File: src/rtl/seven_segment_scanner.sv
`default_nettype none
// +--------------------------------------------------------------------------+
// | Module   : seven_segment_scanner                                         |
// | Purpose  : N-digit multiplexed seven-segment driver. Adds inter-digit    |
// |            blanking, PWM brightness and leading-zero suppression.        |
// |            Display data is double-buffered and committed only at frame   |
// |            boundaries so the display never tears.                        |
// | Ports    : clk, reset      - clock, synchronous active-high reset        |
// |            load            - strobe capturing data_in/digit_enable/      |
// |                              digit_point into the shadow registers       |
// |            data_in         - hex nibbles, digit i = data_in[4i+3:4i]     |
// |            digit_enable    - per-digit lit permission                    |
// |            digit_point     - per-digit decimal point                     |
// |            lz_blank        - live leading-zero suppression control       |
// |            brightness      - PWM duty, 0 = dark, all-ones = full on      |
// |            anode           - active-low digit select (registered)        |
// |            segment         - active-low {DP, g..a} (registered)          |
// |            frame_done      - one-cycle pulse after each frame commit     |
// | Revision : 1.0 - initial release                                         |
// +--------------------------------------------------------------------------+
module seven_segment_scanner #(
    parameter int NUM_DIGITS   = 8,
    parameter int DIGIT_CYCLES = 100000,
    parameter int BLANK_CYCLES = 1000,
    parameter int BRIGHT_BITS  = 4
) (
    input  logic                    clk,
    input  logic                    reset,
    input  logic                    load,
    input  logic [4*NUM_DIGITS-1:0] data_in,
    input  logic [NUM_DIGITS-1:0]   digit_enable,
    input  logic [NUM_DIGITS-1:0]   digit_point,
    input  logic                    lz_blank,
    input  logic [BRIGHT_BITS-1:0]  brightness,
    output logic [NUM_DIGITS-1:0]   anode,
    output logic [7:0]              segment,
    output logic                    frame_done
);

    localparam int c_slot_w = (DIGIT_CYCLES > 2) ? $clog2(DIGIT_CYCLES) : 1;
    localparam int c_idx_w  = $clog2(NUM_DIGITS);

    localparam logic [c_slot_w-1:0] c_slot_last = c_slot_w'(DIGIT_CYCLES - 1);
    localparam logic [c_slot_w-1:0] c_blank_end = c_slot_w'(BLANK_CYCLES);
    localparam logic [c_idx_w-1:0]  c_idx_last  = c_idx_w'(NUM_DIGITS - 1);

    // Scan counters
    logic [c_slot_w-1:0]     r_slot_cnt;
    logic [c_idx_w-1:0]      r_digit_idx;
    logic [BRIGHT_BITS-1:0]  r_pwm_cnt;

    // Shadow (written by load) and active (displayed) copies of the data
    logic [4*NUM_DIGITS-1:0] r_shadow_data;
    logic [NUM_DIGITS-1:0]   r_shadow_en;
    logic [NUM_DIGITS-1:0]   r_shadow_dp;
    logic [4*NUM_DIGITS-1:0] r_active_data;
    logic [NUM_DIGITS-1:0]   r_active_en;
    logic [NUM_DIGITS-1:0]   r_active_dp;

    logic                    w_slot_last;
    logic                    w_frame_end;
    logic [NUM_DIGITS-1:0]   w_tail_zero;
    logic                    w_run;
    logic [3:0]              w_sel_nibble;
    logic                    w_sel_en;
    logic                    w_sel_dp;
    logic                    w_sel_tail;
    logic [NUM_DIGITS-1:0]   w_anode_sel;
    logic                    w_suppress;
    logic                    w_pwm_on;
    logic                    w_lit;
    logic [6:0]              w_seg_code;

    assign w_slot_last = (r_slot_cnt == c_slot_last);
    assign w_frame_end = w_slot_last && (r_digit_idx == c_idx_last);

    always_ff @(posedge clk) begin
        if (reset) begin
            r_slot_cnt  <= '0;
            r_digit_idx <= '0;
            r_pwm_cnt   <= '0;
        end else begin
            r_pwm_cnt <= r_pwm_cnt + 1'b1;
            if (w_slot_last) begin
                r_slot_cnt  <= '0;
                r_digit_idx <= (r_digit_idx == c_idx_last) ? '0 : r_digit_idx + 1'b1;
            end else begin
                r_slot_cnt <= r_slot_cnt + 1'b1;
            end
        end
    end

    // A load landing exactly on the commit cycle bypasses the shadow so the
    // newest data is shown in the very next frame.
    always_ff @(posedge clk) begin
        if (reset) begin
            r_shadow_data <= '0;
            r_shadow_en   <= '0;
            r_shadow_dp   <= '0;
            r_active_data <= '0;
            r_active_en   <= '0;
            r_active_dp   <= '0;
            frame_done    <= 1'b0;
        end else begin
            frame_done <= w_frame_end;
            if (load) begin
                r_shadow_data <= data_in;
                r_shadow_en   <= digit_enable;
                r_shadow_dp   <= digit_point;
            end
            if (w_frame_end) begin
                if (load) begin
                    r_active_data <= data_in;
                    r_active_en   <= digit_enable;
                    r_active_dp   <= digit_point;
                end else begin
                    r_active_data <= r_shadow_data;
                    r_active_en   <= r_shadow_en;
                    r_active_dp   <= r_shadow_dp;
                end
            end
        end
    end

    // w_tail_zero[i]: digits i..top are all zero with no decimal point.
    always_comb begin
        w_tail_zero = '0;
        w_run       = 1'b1;
        for (int i = NUM_DIGITS - 1; i >= 0; i--) begin
            w_run          = w_run && (r_active_data[4*i +: 4] == 4'h0) && !r_active_dp[i];
            w_tail_zero[i] = w_run;
        end
    end

    // Select the attributes of the digit owning the current slot.
    always_comb begin
        w_sel_nibble = 4'h0;
        w_sel_en     = 1'b0;
        w_sel_dp     = 1'b0;
        w_sel_tail   = 1'b0;
        w_anode_sel  = '1;
        for (int i = 0; i < NUM_DIGITS; i++) begin
            if (r_digit_idx == c_idx_w'(i)) begin
                w_sel_nibble   = r_active_data[4*i +: 4];
                w_sel_en       = r_active_en[i];
                w_sel_dp       = r_active_dp[i];
                w_sel_tail     = w_tail_zero[i];
                w_anode_sel[i] = 1'b0;
            end
        end
    end

    // Digit 0 always shows, so a value of zero still displays '0'.
    assign w_suppress = lz_blank && (r_digit_idx != '0) && w_sel_tail;
    assign w_pwm_on   = (&brightness) || (r_pwm_cnt < brightness);
    assign w_lit      = (r_slot_cnt >= c_blank_end) && w_sel_en && !w_suppress && w_pwm_on;

    always_comb begin
        w_seg_code = 7'b1111111;
        case (w_sel_nibble)
            4'h0:    w_seg_code = 7'b1000000;
            4'h1:    w_seg_code = 7'b1111001;
            4'h2:    w_seg_code = 7'b0100100;
            4'h3:    w_seg_code = 7'b0110000;
            4'h4:    w_seg_code = 7'b0011001;
            4'h5:    w_seg_code = 7'b0010010;
            4'h6:    w_seg_code = 7'b0000010;
            4'h7:    w_seg_code = 7'b1111000;
            4'h8:    w_seg_code = 7'b0000000;
            4'h9:    w_seg_code = 7'b0010000;
            4'hA:    w_seg_code = 7'b0001000;
            4'hB:    w_seg_code = 7'b0000011;
            4'hC:    w_seg_code = 7'b1000110;
            4'hD:    w_seg_code = 7'b0100001;
            4'hE:    w_seg_code = 7'b0000110;
            default: w_seg_code = 7'b0001110;
        endcase
    end

    // Registered pins: anode and segment switch together, no inter-digit glitch.
    always_ff @(posedge clk) begin
        if (reset) begin
            anode   <= '1;
            segment <= 8'hFF;
        end else if (w_lit) begin
            anode   <= w_anode_sel;
            segment <= {~w_sel_dp, w_seg_code};
        end else begin
            anode   <= '1;
            segment <= 8'hFF;
        end
    end

endmodule
`default_nettype wire

File: config.mk
export PLATFORM = sky130hd
export DESIGN_NAME = seven_segment_scanner
export DESIGN_NICKNAME = d
export VERILOG_FILES = /design/src/rtl/seven_segment_scanner.sv
export SDC_FILE = /design/constraint.sdc
export NUM_CORES = 1
export LEC_CHECK = 0
export CAP_MARGIN = 20
export CORE_MARGIN = 8
export CORE_UTILIZATION = 45
export DETAILED_ROUTE_END_ITERATION = 7
export PLACE_DENSITY = 0.66
export RECOVER_POWER = 25
export SYNTH_ARGS = -nofsm -noshare
export SYNTH_HDL_FRONTEND = slang
export SYNTH_SLANG_ARGS = --single-unit
File: constraint.sdc
create_clock -name clk -period 2.74 [get_ports clk]
set_input_delay 0.685 -clock clk [delete_from_list [all_inputs] [get_ports clk]]
set_output_delay 0.685 -clock clk [all_outputs]
set_load 0.01 [all_outputs]
==> metrics.txt <==
run status=completed; Critical Path Start=r_digit_idx[0]$_SDFFE_PP0N_; cell types with the largest area share after synthesis=sky130_fd_sc_hd__dfxtp_1, sky130_fd_sc_hd__nor2_1, sky130_fd_sc_hd__mux2i_1; count of synthesis-stage warnings from yosys=0; setup repair after global routing missed its margin=false; initial standard-cell utilization of the core=0.4535; final setup violation count=0; largest fanout on the critical path=11; sum of negative setup slack=0 ns; placeable core region=13,030 um^2; TritonCTS clock tree=yes; maximum number of buffers from clock root to sink=2; type of the setup path with the least slack=reg -> reg; number of DRC markers in iteration 0=357; number of cell instances on the worst register-to-register path=10; endpoint of the most critical register-to-register path=segment[3]$_SDFF_PP1_; Inserted Clock Buffers=17; detail-routed via count per cell=5.227; number of synthesized flops with an enable pin=0; wire length per cell after detailed routing=14.59 um; area added between synthesis and finish=25.78%; crit end category=flop; number of buffers inserted by port buffering=72; kind of start point of the critical path=flop; depth of the CTS H-tree=4; time the final worst path needs with I/O delays and setup=2.604 ns; number of I/O pins=73; WL final=13,400 um; Hold Worst Slack=0.4729 ns; worst relative slew slack=0.006410; Fin Clk Skew=0.006135 ns; number of global-route vias before repair=4,639; number of max-slew violations in the final report=0; Hold Fails Final Rpt=0; synth unique cells=52; endpoint arrival time on the critical path=2.91 ns; Crit Reg-Reg Startpoint=r_digit_idx[0]$_SDFFE_PP0N_; max-cap violation count=0; min setup slack post-route=0.1360 ns; top cell type by total area after synthesis=sky130_fd_sc_hd__dfxtp_1; portion of the clock cycle consumed by the worst path in the final layout=0.9503; share of flip-flops with an asynchronous set or reset after synthesis=0; number of remaining DRC errors=0; transition time of the tightest slew-check pin=1.490 ns; worst setup path end=segment[3]$_SDFF_PP1_; diode count=0; via count=4,798; Placement Setup Slack=-0.02681 ns; number of hold buffers added after cts=0; width of the die=130.6 um; flip-flop and latch count after synthesis=137; Die Ht=130.6 um; largest net degree at the start of global routing=75; sum of met3 wire segment lengths after detailed routing=627 um; data required time of the critical path=3.05 ns; number of cells traversed by the worst hold path=1; register-to-register path setup slack=0.14 ns; max frequency=0.3840 GHz; sequential fraction of the synthesis area=0.4640; Leakage Power=2.842 nW; post-CTS setup-driven buffer insertion count=0; initial antenna violation count=0; layout cell share with drive strength beyond 1=0.09434; total nets after synthesis=734; post-route core utilization=0.5705; Gate Count Post-Synth=660; library cell with the highest instance count after synthesis=sky130_fd_sc_hd__dfxtp_1; highest routing layer actually used=met4; global-route usage over all layers=0.1652; buffer type at the clock tree root=sky130_fd_sc_hd__clkbuf_16; met1 layer wirelength in the final routing=6503 um; share of the synthesized area in the top cell type=0.4640; routed wl met2=6058 um; Reg clk slew, reported paths=0.05 ns; Synth Area per Inst=8.956 um^2; std cell rows=42; area of the mapped netlist=5911 um^2; worst IR drop on VDD=0.4019 mV; Pwr Density=607.4 nW/um^2; # clock sinks=137; Tightest Hold Check Type=reg -> reg; full die area=17,060 um^2; first-pass GRT wire length=22,250 um; antenna viol nets, final=0; detailed-routing iteration count for the pre-antenna-repair pass=5; predominant post-synthesis flop cell=sky130_fd_sc_hd__dfxtp_1; final weighted congestion in routability-driven placement=0.8768; number of nets at the end of the flow=803; most numerous cell types in the synthesized netlist=sky130_fd_sc_hd__dfxtp_1, sky130_fd_sc_hd__nor2_1, sky130_fd_sc_hd__a211oi_1, sky130_fd_sc_hd__mux2i_1, sky130_fd_sc_hd__nand2_1; detailed placer's ending HPWL=9788 um; overall power after layout=0.004515 W; clock latency on the worst-skew pair=0.42 ns; grt ovf=0
-- area by class of cell --
type | instances | area, um^2
fillers | 1207 | 5598
clock inverters | 9 | 95.09
well taps | 176 | 220.2
multi-input cells | 455 | 2885
inverters | 20 | 75.07
repair buffers | 98 | 927.1
flip-flops and latches | 137 | 2744
clock buffers | 23 | 488.0
-- per-layer routing --
metal,vias up,track usage
li1,2429,-
met1,2250,0.2101
met2,103,0.2622
met3,16,0.04545
met4,0,0.06144
met5,-,0
-- cell families (layout without fill, tap and decap cells) --
| group | after synthesis | in the layout | synth area share |
|---|---|---|---|
| adders and majority gates | 18 | 18 | 0.03810 |
| and+or+nand+nor | 249 | 249 | 0.1979 |
| AOI/OAI and AO/OA | 120 | 120 | 0.1397 |
| DFF | 137 | 137 | 0.4640 |
| buffers and inverters | 68 | 150 | 0.04890 |
| muxes | 50 | 50 | 0.08467 |
| xor gates and xnor gates | 18 | 18 | 0.02667 |
-- timing repair --
action	4_1_cts	5_1_grt
gates resized for setup	1	5
pin swaps	0	1
setup endpoints to repair	5	15
-- placed cells by master, fill, tap and decap left out, types with 5 or more instances in the layout --
cell type                         synthesis  final
sky130_fd_sc_hd__a211oi_1                53     53
sky130_fd_sc_hd__a21oi_1                 19     19
sky130_fd_sc_hd__a31oi_1                  5      5
sky130_fd_sc_hd__buf_4                    0     20
sky130_fd_sc_hd__clkbuf_16                0     17
sky130_fd_sc_hd__clkdlybuf4s50_1          0     70
sky130_fd_sc_hd__clkinv_2                 0      7
sky130_fd_sc_hd__dfxtp_1                137    136
sky130_fd_sc_hd__ha_1                    18     17
sky130_fd_sc_hd__inv_1                   20     20
sky130_fd_sc_hd__mux2i_1                 50     50
sky130_fd_sc_hd__nand2_1                 29     29
sky130_fd_sc_hd__nand3_1                 19     19
sky130_fd_sc_hd__nand3b_1                 8      8
sky130_fd_sc_hd__nand4_1                  6      6
sky130_fd_sc_hd__nor2_1                 136    136
sky130_fd_sc_hd__nor2b_1                 10     10
sky130_fd_sc_hd__nor3_1                  10     10
sky130_fd_sc_hd__o21ai_0                 15     14
sky130_fd_sc_hd__xnor2_1                  7      7
sky130_fd_sc_hd__xor2_1                  11     11
-- worst max-delay path: stages (launching register included) --
cell and delay (ns):
sky130_fd_sc_hd__dfxtp_2 0.34, sky130_fd_sc_hd__ha_1 0.22, sky130_fd_sc_hd__ha_2 0.24, sky130_fd_sc_hd__buf_4 0.18, sky130_fd_sc_hd__nor2b_1 0.13, sky130_fd_sc_hd__a2111oi_1 0.51
sky130_fd_sc_hd__o22ai_1 0.16, sky130_fd_sc_hd__nand3_1 0.12, sky130_fd_sc_hd__and4_1 0.19, sky130_fd_sc_hd__buf_4 0.17, sky130_fd_sc_hd__a21bo_2 0.23
-- stage by stage --
stage / cells / instance area, um^2
2_1_floorplan: 660 / 5912
3_3_place_gp: 886 / 6862
5_1_grt: 918 / 7435
3_5_place_dp: 886 / 6862
6_report: 918 / 7435
4_1_cts: 918 / 7446
-- power breakdown --
part | switching, W | total [W] | internal [W] | leakage [nW]
registers | 0.0000179 | 0.00206 | 0.00204 | 1.12
logic | 0.000111 | 0.000235 | 0.000125 | 1.43
clock network | 0.000797 | 0.00222 | 0.00142 | 0.296
-- state kept, by name, summed over array words and instances, names as in the netlist, 8 cells and up --
| register | flops |
|---|---|
| r_shadow_data | 32 |
| r_shadow_en | 8 |
| r_active_dp | 8 |
| r_shadow_dp | 8 |
| r_active_data | 32 |
| r_active_en | 8 |
| r_slot_cnt | 17 |
| anode | 8 |
| segment | 8 |
-- worst min-delay path by stage --
stage	start	end	slack [ns]
after floorplan	r_pwm_cnt[0]$_SDFF_PP0_	r_pwm_cnt[0]$_SDFF_PP0_	0.43
after global placement	r_pwm_cnt[0]$_SDFF_PP0_	r_pwm_cnt[0]$_SDFF_PP0_	0.44
after detailed placement	r_slot_cnt[0]$_SDFF_PP0_	r_slot_cnt[0]$_SDFF_PP0_	0.47
after CTS	r_slot_cnt[0]$_SDFF_PP0_	r_slot_cnt[0]$_SDFF_PP0_	0.48
after global routing	r_pwm_cnt[0]$_SDFF_PP0_	r_pwm_cnt[0]$_SDFF_PP0_	0.50
final	r_slot_cnt[0]$_SDFF_PP0_	r_slot_cnt[0]$_SDFF_PP0_	0.47
(Power assumes the default switching activity.)
